### config.mk
export PLATFORM = sky130hd
export DESIGN_NAME = midori_stream_ctrl
export DESIGN_NICKNAME = d
export VERILOG_FILES = /design/src/rtl/midori_stream_ctrl.sv
export SDC_FILE = /design/constraint.sdc
export NUM_CORES = 1
export LEC_CHECK = 0
export CAP_MARGIN = 20
export CELL_PAD_IN_SITES_DETAIL_PLACEMENT = 1
export CELL_PAD_IN_SITES_GLOBAL_PLACEMENT = 1
export CORE_MARGIN = 2
export CORE_UTILIZATION = 45
export CTS_CLUSTER_SIZE = 28
export DETAILED_ROUTE_END_ITERATION = 6
export GPL_ROUTABILITY_DRIVEN = 0
export GPL_TIMING_DRIVEN = 1
export MAX_ROUTING_LAYER = met4
export PLACE_DENSITY = 0.82
export SLEW_MARGIN = 20
export SYNTH_ARGS = -nofsm -noshare
export SYNTH_HDL_FRONTEND = slang
export SYNTH_SLANG_ARGS = --single-unit
### constraint.sdc
create_clock -name clk -period 4.9 [get_ports clk]
set_input_delay 1.47 -clock clk [delete_from_list [all_inputs] [get_ports clk]]
set_output_delay 1.47 -clock clk [all_outputs]
set_load 0.02 [all_outputs]
### src/rtl/midori_stream_ctrl.sv
// Word-serial valid/ready front end for the registered Midori-128 core wrapper.
// Define MIDORI_STREAM_LSW_FIRST_EN to map word 0 to bits [31:0] (default: word 0 -> [127:96]).
module midori_stream_ctrl #(
   parameter  int unsigned CORE_LAT = 2,
   localparam int unsigned WORD_W   = 32,
   localparam int unsigned BLK_W    = 128,
   localparam int unsigned TCNT_W   = (CORE_LAT > 0) ? $clog2(CORE_LAT + 1) : 1
) (
   input  logic              clk,
   input  logic              rst,
   input  logic              in_valid,
   output logic              in_ready,
   input  logic [WORD_W-1:0] in_data,
   input  logic              in_key,
   input  logic              in_enc,
   output logic              core_enc,
   output logic [BLK_W-1:0]  core_K,
   output logic [BLK_W-1:0]  core_P,
   input  logic [BLK_W-1:0]  core_C,
   output logic              res_valid,
   input  logic              res_ready,
   output logic [BLK_W-1:0]  res_data,
   output logic              busy
);

   typedef enum logic [2:0] {
      S_IDLE,
      S_LOAD_K,
      S_LOAD_P,
      S_WAIT,
      S_HOLD
   } state_t;

   state_t             state, state_n;
   logic [1:0]         wcnt, wcnt_n;
   logic [TCNT_W-1:0]  tcnt, tcnt_n;
   logic [BLK_W-1:0]   key_buf, key_buf_n;
   logic [BLK_W-1:0]   txt_buf, txt_buf_n;
   logic               job_enc, job_enc_n;
   logic               core_enc_n;
   logic [BLK_W-1:0]   core_k_n, core_p_n;
   logic               res_valid_n;
   logic [BLK_W-1:0]   res_data_n;
   logic               in_ready_n, busy_n;
   logic               xfer;

   // Insert one stream word into its lane of a 128-bit block.
   function automatic logic [BLK_W-1:0] put_lane(input logic [BLK_W-1:0]  blk,
                                                 input logic [1:0]        idx,
                                                 input logic [WORD_W-1:0] word);
      logic [BLK_W-1:0] r;
      logic [1:0]       lane;
      r = blk;
`ifdef MIDORI_STREAM_LSW_FIRST_EN
      lane = idx;
`else
      lane = 2'd3 - idx;
`endif
      r[int'(lane)*WORD_W +: WORD_W] = word;
      return r;
   endfunction

   assign xfer = in_valid && in_ready;

   // State register and all datapath registers.
   always_ff @(posedge clk or negedge rst) begin
      if (!rst) begin
         state     <= S_IDLE;
         wcnt      <= 2'd0;
         tcnt      <= '0;
         key_buf   <= '0;
         txt_buf   <= '0;
         job_enc   <= 1'b0;
         core_enc  <= 1'b0;
         core_K    <= '0;
         core_P    <= '0;
         res_valid <= 1'b0;
         res_data  <= '0;
         in_ready  <= 1'b0;
         busy      <= 1'b0;
      end else begin
         state     <= state_n;
         wcnt      <= wcnt_n;
         tcnt      <= tcnt_n;
         key_buf   <= key_buf_n;
         txt_buf   <= txt_buf_n;
         job_enc   <= job_enc_n;
         core_enc  <= core_enc_n;
         core_K    <= core_k_n;
         core_P    <= core_p_n;
         res_valid <= res_valid_n;
         res_data  <= res_data_n;
         in_ready  <= in_ready_n;
         busy      <= busy_n;
      end
   end

   // Next-state and next-register logic.
   always_comb begin
      state_n     = state;
      wcnt_n      = wcnt;
      tcnt_n      = tcnt;
      key_buf_n   = key_buf;
      txt_buf_n   = txt_buf;
      job_enc_n   = job_enc;
      core_enc_n  = core_enc;
      core_k_n    = core_K;
      core_p_n    = core_P;
      res_valid_n = res_valid;
      res_data_n  = res_data;

      unique case (state)
         S_IDLE: begin
            if (xfer) begin
               job_enc_n = in_enc;
               wcnt_n    = 2'd1;
               if (in_key) begin
                  key_buf_n = put_lane(key_buf, 2'd0, in_data);
                  state_n   = S_LOAD_K;
               end else begin
                  txt_buf_n = put_lane(txt_buf, 2'd0, in_data);
                  state_n   = S_LOAD_P;
               end
            end
         end
         S_LOAD_K: begin
            if (xfer) begin
               key_buf_n = put_lane(key_buf, wcnt, in_data);
               if (wcnt == 2'd3) begin
                  wcnt_n  = 2'd0;
                  state_n = S_LOAD_P;
               end else begin
                  wcnt_n = wcnt + 2'd1;
               end
            end
         end
         S_LOAD_P: begin
            if (xfer) begin
               txt_buf_n = put_lane(txt_buf, wcnt, in_data);
               if (wcnt == 2'd3) begin
                  // Commit: operands to the wrapper change only here.
                  core_p_n   = txt_buf_n;
                  core_k_n   = key_buf;
                  core_enc_n = job_enc;
                  tcnt_n     = '0;
                  wcnt_n     = 2'd0;
                  state_n    = S_WAIT;
               end else begin
                  wcnt_n = wcnt + 2'd1;
               end
            end
         end
         S_WAIT: begin
            if (tcnt == TCNT_W'(CORE_LAT)) begin
               res_data_n  = core_C;
               res_valid_n = 1'b1;
               state_n     = S_HOLD;
            end else begin
               tcnt_n = tcnt + TCNT_W'(1);
            end
         end
         S_HOLD: begin
            if (res_ready) begin
               res_valid_n = 1'b0;
               state_n     = S_IDLE;
            end
         end
         default: state_n = S_IDLE;
      endcase

      in_ready_n = (state_n == S_IDLE) || (state_n == S_LOAD_K) || (state_n == S_LOAD_P);
      busy_n     = (state_n != S_IDLE);
   end

endmodule

# --- Word-level counts from Yosys, hierarchy flattened ---
# Cells that the tools add are included.
classes:
  addsub: 4
  eq_ne: 18
  n_shift: 2
  mux: 30
  bitwise_logic: 1
  n_reduce_logical: 22
op_table:
  columns: ["operator", "count"]
  rows:
  - ["128-bit 2-to-1 mux", 6]
  - ["128-bit case mux with 2 select lines", 2]
  - ["128-bit bitwise mux", 2]
  - ["32-bit by 34-bit variable shift with 128-bit output, first input constant", 1]
  - ["32-bit by 34-bit indexed part select with 128-bit output", 1]
  - ["7-bit negator with 34-bit output", 1]
  - ["3-bit 2-to-1 mux", 7]
  - ["2-bit != test, second input constant", 9]
  - ["3-bit case mux with 5 select lines", 1]
  - ["3-bit AND reduction", 5]
  - ["2-bit 2-to-1 mux", 7]
  - ["4-bit AND reduction", 3]
  - ["2-bit nonzero test", 5]
  - ["3-bit by 2-bit equality test with 1-bit output, second input constant", 3]
  - ["2-bit case mux with 2 select lines", 2]
  - ["3-bit by 1-bit equality test with 1-bit output, second input constant", 2]
  - ["3-bit logical NOT", 2]
  - ["2-bit by 1-bit adder with 2-bit output, second input constant", 2]
  - ["2-bit equality test, second input constant", 2]
  - ["2-bit AND reduction", 2]
  - ["3-bit equality test, second input constant", 1]
  - ["3-bit nonzero test", 1]
  - ["1-bit logical OR", 2]
  - ["1-bit 2-to-1 mux", 2]
  - ["6 further kinds", 6]
totals:
  regBits: 652
  wordCells: 92

# --- Logic depth before layout (Yosys ltp) ---
# Gate-level depths: netlist of the first run.
logic_depth:
  depth_word: 7
  ltp_mapped: 7
  mapped_depth_nobuf: 5

# --- Worst setup path after synthesis of the first run ---
# No wires, ideal clock.
synth_timing:
  path_type: "input-to-reg"
  from: "input port in_valid"
  to: "register core_K[0]"
  setup_ps: 125
  arrival_time_ps: 2679
  t_required_ps: 4775
  slack_ps: 2097
  stages: 6
  n_path_buf: 3
  path_cell_list: "and3b_1 -> and4_1 -> buf_2 -> buf_2 -> buf_2 -> mux2_2"
synth_between:
  elab_chain_len: 2
synth_lines:
  columns: ["element", "line_no", "text"]
  rows:
  - ["from (decl)", "11", "input logic in_valid,"]
  - ["1-bit logical AND", "63", "assign xfer = in_valid && in_ready;"]
  - ["3-bit AND reduction (no line)", null, null]
  - ["to (signal assigned)", "89", "core_K <= core_k_n;"]
  - ["to (decl)", "17", "output logic [BLK_W-1:0] core_K,"]
# No other way between the ends.
# A chain may end at the register's enable or synchronous reset.

# --- Worst setup path in the final report of the first run ---
layout_timing:
  from: "input port in_valid"
  to: "register core_P[41]"
layout_between:
  elab_chain_len: 2
layout_lines:
  columns: ["element", "line_no", "text"]
  rows:
  - ["1-bit logical AND", "63", null]
  - ["3-bit AND reduction (no line)", null, null]
  - ["to (signal assigned)", "90", "core_P <= core_p_n;"]
  - ["to (decl)", "18", "output logic [BLK_W-1:0] core_P,"]
# No other way between the ends.

==> results of run 1 <==
==> cells in the final DEF (no fill, tap or decap), types with 2 or more instances in the layout <==
cell / Yosys / routed
clkbuf_8: 0 / 15
inv_1: 7 / 7
mux2_2: 399 / 399
bufinv_16: 0 / 6
a22o_1: 180 / 180
and4b_4: 0 / 2
nand3_2: 0 / 6
a32o_1: 166 / 166
diode_2: 0 / 3
nor2_1: 5 / 5
o22ai_1: 2 / 2
clkbuf_16: 0 / 72
ha_1: 6 / 6
clkdlybuf4s50_1: 0 / 552
buf_4: 0 / 32
mux2i_1: 3 / 3
a22o_2: 28 / 28
nand2_1: 4 / 4
clkinv_2: 0 / 12
nand3b_1: 2 / 2
a2111oi_4: 2 / 2
o21ai_0: 3 / 3
buf_12: 0 / 14
and2_1: 16 / 14
dfrtp_1: 652 / 652
and2_4: 0 / 2
nor2b_1: 6 / 6
a21oi_1: 4 / 4
clkbuf_1: 107 / 14
inv_6: 0 / 3
==> area by class of cell <==
class | count | area [um2] | area share
antenna | 3 | 7.51 | 0.000218
clock buffer | 101 | 2060 | 0.0599
timing repair buffer | 599 | 6060 | 0.176
clock inverter | 23 | 290 | 0.00844
multi-input combinational | 852 | 8690 | 0.253
tap | 756 | 946 | 0.0275
inverter | 7 | 26.3 | 0.000764
sequential | 652 | 16300 | 0.474
==> logic make-up (layout without fill, tap and decap cells) <==
| group | after synthesis | after routing | synth area share |
|---|---|---|---|
| mux | 402 | 402 | 0.176 |
| simple gates | 54 | 54 | 0.0132 |
| other cells | 0 | 3 | 0 |
| compound gates | 389 | 389 | 0.142 |
| fa+ha+maj | 7 | 7 | 0.00331 |
| buf+inv | 184 | 730 | 0.0306 |
| flops | 652 | 652 | 0.635 |
==> critical path, cell delays in order <==
cell             delay [ps]
clkdlybuf4s50_1         500
and3b_1                 170
buf_4                   210
and4_4                  490
buf_12                  450
mux2_2                  400
==> metal layers <==
| metal | vias to the layer above | track usage | wire length (um) | part of all wire |
|---|---|---|---|---|
| met2 | 651 | 0.529 | 46300 | 0.52 |
| met3 | 153 | 0.0765 | 6140 | 0.069 |
| li1 | 7384 | - | - | - |
| met1 | 9642 | 0.348 | 32900 | 0.37 |
| met5 | - | - | 0 | 0 |
| met4 | 0 | 0.119 | 3230 | 0.036 |
==> cell usage after synthesis, types with 6 or more instances <==
| master | count | share of area |
|---|---|---|
| dfrtp_1 | 652 | 0.63 |
| ha_1 | 6 | 0.0029 |
| a22o_1 | 180 | 0.061 |
| a32o_1 | 166 | 0.065 |
| nand3_1 | 8 | 0.0016 |
| buf_2 | 58 | 0.011 |
| and2_1 | 16 | 0.0039 |
| nor2b_1 | 6 | 0.0015 |
| inv_1 | 7 | 0.0010 |
| a22o_2 | 28 | 0.011 |
| mux2_2 | 399 | 0.17 |
| clkbuf_1 | 107 | 0.016 |
| buf_1 | 9 | 0.0013 |
==> where the power goes <==
group | internal (mW) | switching [mW] | total (mW) | leakage, nW
logic | 3.97 | 4.18 | 8.15 | 5.61
registers | 7.10 | 1.21 | 8.32 | 8.64
clock network | 3.24 | 2.21 | 5.45 | 1.16
total | 14.3 | 7.61 | 21.9 | 15.4
==> flip-flops by register name, summed over array words and instances, names as in the netlist, 2 cells and up <==
| name | cells |
|---|---|
| key_buf | 128 |
| wcnt | 2 |
| core_P | 128 |
| core_K | 128 |
| state | 3 |
| tcnt | 2 |
| txt_buf | 128 |
| res_data | 128 |
==> through the flow <==
| stage | setup slack [ps] | instance area (um2) | util | hold slack [ps] |
|---|---|---|---|---|
| floorplan | 2100 | 25700 | - | 460 |
| global placement | 1050 | 32000 | 0.568 | 468 |
| detailed placement | 1000 | 32000 | 0.568 | 479 |
| CTS | 1610 | 34400 | 0.610 | 491 |
| global route | 1520 | 34400 | 0.610 | 504 |
| finish | 1570 | 34400 | 0.610 | 489 |
==> worst paths after layout <==
check,to,slack (ps),cells after the start
worst max-delay path,core_P[41]$_DFFE_PN0P_,1570,6
min in group asynchronous,key_buf[104]$_DFFE_PN0P_,850,1
worst min-delay path,key_buf[90]$_DFFE_PN0P_,490,1
max in group asynchronous,key_buf[53]$_DFFE_PN0P_,2890,3
worst min register to register,key_buf[90]$_DFFE_PN0P_,490,1
worst max register to register,txt_buf[101]$_DFFE_PN0P_,1720,6
==> results.cfg, run 1 <==
[timing]
tns_ps = 0
max_freq_ghz = 0.300
finalCriticalPeriod_ps = 3330
slew_headroom = 0.274
maxSlewViolCount = 0
fin_skew_ps = 34.2
setup_viol = 0
finalHoldViolCount = 0
fin_crit_sh = 0.680
rsz0062_at_grt = false
worst_pin_slew_ps = 1090

[die]
die_h_um = 243
design.die.area_um2 = 59100
die_w_um = 243
rows = 87
core-area_um2 = 56400
pin_count = 554
initial_core_util = 0.456

[cts]
cts_tree = built
ctsResizeCount = 0
h-tree-depth = 3
post-cts-setup-buffers = 0
root_buffer = clkbuf_16
cts.sinks = 652
cts_buffers = 69
clkLatencyLatePin_ps = 620
cts_hold_buf = 0
clkSlewWorstSetupHoldPaths_ps = 60
cts_max_path_buffers = 3

[synth]
yosysSeqAreaShare = 0.635
async_reset_ff_frac = 1.00
syn_nets = 1860
avgSynthCellArea_um2 = 15.2
syn-instance-count = 1688
ys_seq_elements = 652
synth_area_um2 = 25700
synth_flop_cell = dfrtp_1
synth_edf_count = 0
yosys_warnings = 0
yosysUniqueCellTypes = 39

[global_route]
grt_overflow = 0
grt.total_usage = 0.309
antenna_found_initial = 3
grt_pass1_vias = 20083
grt_max_degree = 102
grt_pass1_wl_mm = 133

[drt]
vias_per_cell = 5.96
first_iter_violations = 1166
route.detailed.drc = 0
drt_wl_total_mm = 88.5
wl_per_cell_um = 29.6
vias = 17830
antenna_left = 0
first_pass_iters = 5

[placed_design]
dp_hpwl_mm = 56.8
portBuffers = 553
dp.cells = 2866

[pwr]
design_power_total_mw = 21.9
power_density_nw_per_um2 = 637
leakagePower_nw = 15.4
ir_worst_vdd_mv = 0.366

[setup_path]
critPathKind = in2reg
crit_required_ps = 5360
cp-startpoint = in_valid
path_max_fanout = 90
rr_startpoint = wcnt[0]$_DFFE_PN0P_
cp.arrival_ps = 3800
critPathLaunchType = input port
cp-end-kind = flop

[status]
status = complete, no violations

[hold_path]
worst_hold_path_type = reg2reg
min-delay-start = key_buf[90]$_DFFE_PN0P_

[finish]
n_fill_cell = 5184
area_delta_synth_final_pct = 33.8
nNetsFinal = 2353
drive_above_1_share = 0.270
finalNonFillerCells = 2993

[flow_run]
maxCapViolCount = 0
No activity file was read; power rests on OpenSTA's default activity.
==> run 2, diff against run 1 <==
--- a/config.mk
+++ b/config.mk
@@ -9,13 +9,13 @@
 export CELL_PAD_IN_SITES_DETAIL_PLACEMENT = 1
 export CELL_PAD_IN_SITES_GLOBAL_PLACEMENT = 1
 export CORE_MARGIN = 2
-export CORE_UTILIZATION = 45
+export CORE_UTILIZATION = 42
 export CTS_CLUSTER_SIZE = 28
 export DETAILED_ROUTE_END_ITERATION = 6
 export GPL_ROUTABILITY_DRIVEN = 0
 export GPL_TIMING_DRIVEN = 1
 export MAX_ROUTING_LAYER = met4
-export PLACE_DENSITY = 0.82
+export PLACE_DENSITY = 0.77
 export SLEW_MARGIN = 20
 export SYNTH_ARGS = -nofsm -noshare
 export SYNTH_HDL_FRONTEND = slang
==> constraint.sdc (replaced) <==
create_clock -name clk -period 3.45 [get_ports clk]
set_input_delay 1.035 -clock clk [delete_from_list [all_inputs] [get_ports clk]]
set_output_delay 1.035 -clock clk [all_outputs]
set_load 0.02 [all_outputs]
==> run 2 against run 1 <==
Wire length is 4.9% lower. First-iteration DRC count is 11% higher. Clock skew is 20 ps lower. Sequential cell count stayed put. Register-to-register slack worse by 1200 ps. Power is 40% higher. Hold slack worse by 78 ps. Cell count is 1.8% higher. Final area is 0.90% higher. Largest cell class unchanged. Clock-buffer cell count is 1 higher. Sequential share of layout area is 0.42 points lower.
==> results.cfg, run 2 (synthesis gave the netlist of run 1 again) <==
[status]
status = complete, no violations

[cts]
clkSlewWorstSetupHoldPaths_ps = 70
cts.sinks = 652
root_buffer = clkbuf_16
cts_buffers = 70
clkLatencyLatePin_ps = 600
cts_hold_buf = 0
cts_max_path_buffers = 3
h-tree-depth = 3
post-cts-setup-buffers = 0
cts_tree = built
ctsResizeCount = 0

[drt]
first_iter_violations = 1300
vias_per_cell = 5.82
wl_per_cell_um = 27.6
route.detailed.drc = 0
vias = 17736
antenna_left = 0
first_pass_iters = 5
drt_wl_total_mm = 84.2

[setup_path]
critPathKind = reg2reg
cp-end-kind = flop
cp.arrival_ps = 3490
critPathLaunchType = flop
critPathSlowestCell = or4b_4
crit_required_ps = 3980
path_max_fanout = 19
cp_slowest_stage_delay_ps = 620
r2r_cells = 6
crit_path_cell_trace = inv_1 > ha_1 > or4b_4 > a2111oi_4 > buf_4 > a22o_1

[timing]
finalCriticalPeriod_ps = 2960
max_freq_ghz = 0.338
fin_skew_ps = 13.9
tns_ps = 0
maxSlewViolCount = 0
rsz0062_at_grt = false
fin_crit_sh = 0.859
worst_pin_slew_ps = 1060
finalHoldViolCount = 0
slew_headroom = 0.291
setup_viol = 0

[die]
die_w_um = 251
design.die.area_um2 = 63200
core-area_um2 = 60500
initial_core_util = 0.425
rows = 90
die_h_um = 251
pin_count = 554

[finish]
layout_commonest_cell = dfrtp_1
finalNonFillerCells = 3047
area_delta_synth_final_pct = 35.0
diodes = 0
n_fill_cell = 5576
final_cell_mix = dfrtp_1, clkdlybuf4s50_1, mux2_2, a22o_1, a32o_1
drive_above_1_share = 0.280
nNetsFinal = 2389

[placed_design]
portBuffers = 553
dp_hpwl_mm = 56.9
dp.cells = 2927

[global_route]
grt_pass1_wl_mm = 127
grt_max_degree = 130
antenna_found_initial = 0
grt_overflow = 0
grt_pass1_vias = 19540
grt.total_usage = 0.275

[pwr]
ir_worst_vdd_mv = 0.571
leakagePower_nw = 15.6
design_power_total_mw = 30.7
power_density_nw_per_um2 = 886

[flow_run]
maxCapViolCount = 0

[hold_path]
worst_hold_path_type = in2async
-- run 2: report_power, final --
group	internal [mW]	switching [mW]	leakage, nW
combinational	5.73	5.83	5.80
sequential	10.1	1.64	8.64
clock	4.41	3.05	1.12
total	20.2	10.5	15.6
-- run 2: per-layer routing --
layer  global-route usage  wire, um  share of wire  vias up
met1                0.327     32600           0.39     9516
li1                     -         -              -     7454
met4               0.0803      2070          0.025        0
met2                0.468     43500           0.52      652
met3               0.0647      6060          0.072      114
met5                    -         0              0        -
-- run 2: layout make-up --
type | instances | area [um2] | area share
flip-flops and latches | 652 | 16300 | 0.470
multi-input cells | 852 | 8690 | 0.250
repair buffers | 634 | 6440 | 0.185
clock buffers | 102 | 2090 | 0.0601
well taps | 782 | 978 | 0.0282
clock inverters | 18 | 175 | 0.00505
inverters | 7 | 26.3 | 0.000757
-- run 2: path summary, 6_finish.rpt --
check                                         from                  endpoint  slack (ps)
setup / recovery               wcnt[0]$_DFFE_PN0P_  key_buf[112]$_DFFE_PN0P_         490
hold / removal                                 rst    core_P[94]$_DFFE_PN0P_         410
hold reg to reg            key_buf[47]$_DFFE_PN0P_   key_buf[47]$_DFFE_PN0P_         480
max in group asynchronous                      rst   txt_buf[73]$_DFFE_PN0P_        2030
min in group clk           key_buf[47]$_DFFE_PN0P_   key_buf[47]$_DFFE_PN0P_         480
setup reg to reg               wcnt[0]$_DFFE_PN0P_  key_buf[112]$_DFFE_PN0P_         490
-- run 2: critical path, delay by kind of cell (launching register included) --
family / cells / cell delay [ps]
buf+inv: 2 / 550
flops: 1 / 610
fa+ha+maj: 1 / 440
simple gates: 1 / 620
compound gates: 2 / 640
-- run 2: through the flow --
| stage | setup WS [ps] | hold WS (ps) | utilization | area [um2] |
|---|---|---|---|---|
| 2_1_floorplan | 1070 | 460 | - | 25700 |
| 3_3_place_gp | 416 | 468 | 0.536 | 32400 |
| 3_5_place_dp | 388 | 475 | 0.536 | 32400 |
| 4_1_cts | 502 | 435 | 0.574 | 34700 |
| 5_1_grt | 372 | 435 | 0.574 | 34700 |
| 6_report | 488 | 411 | 0.574 | 34700 |
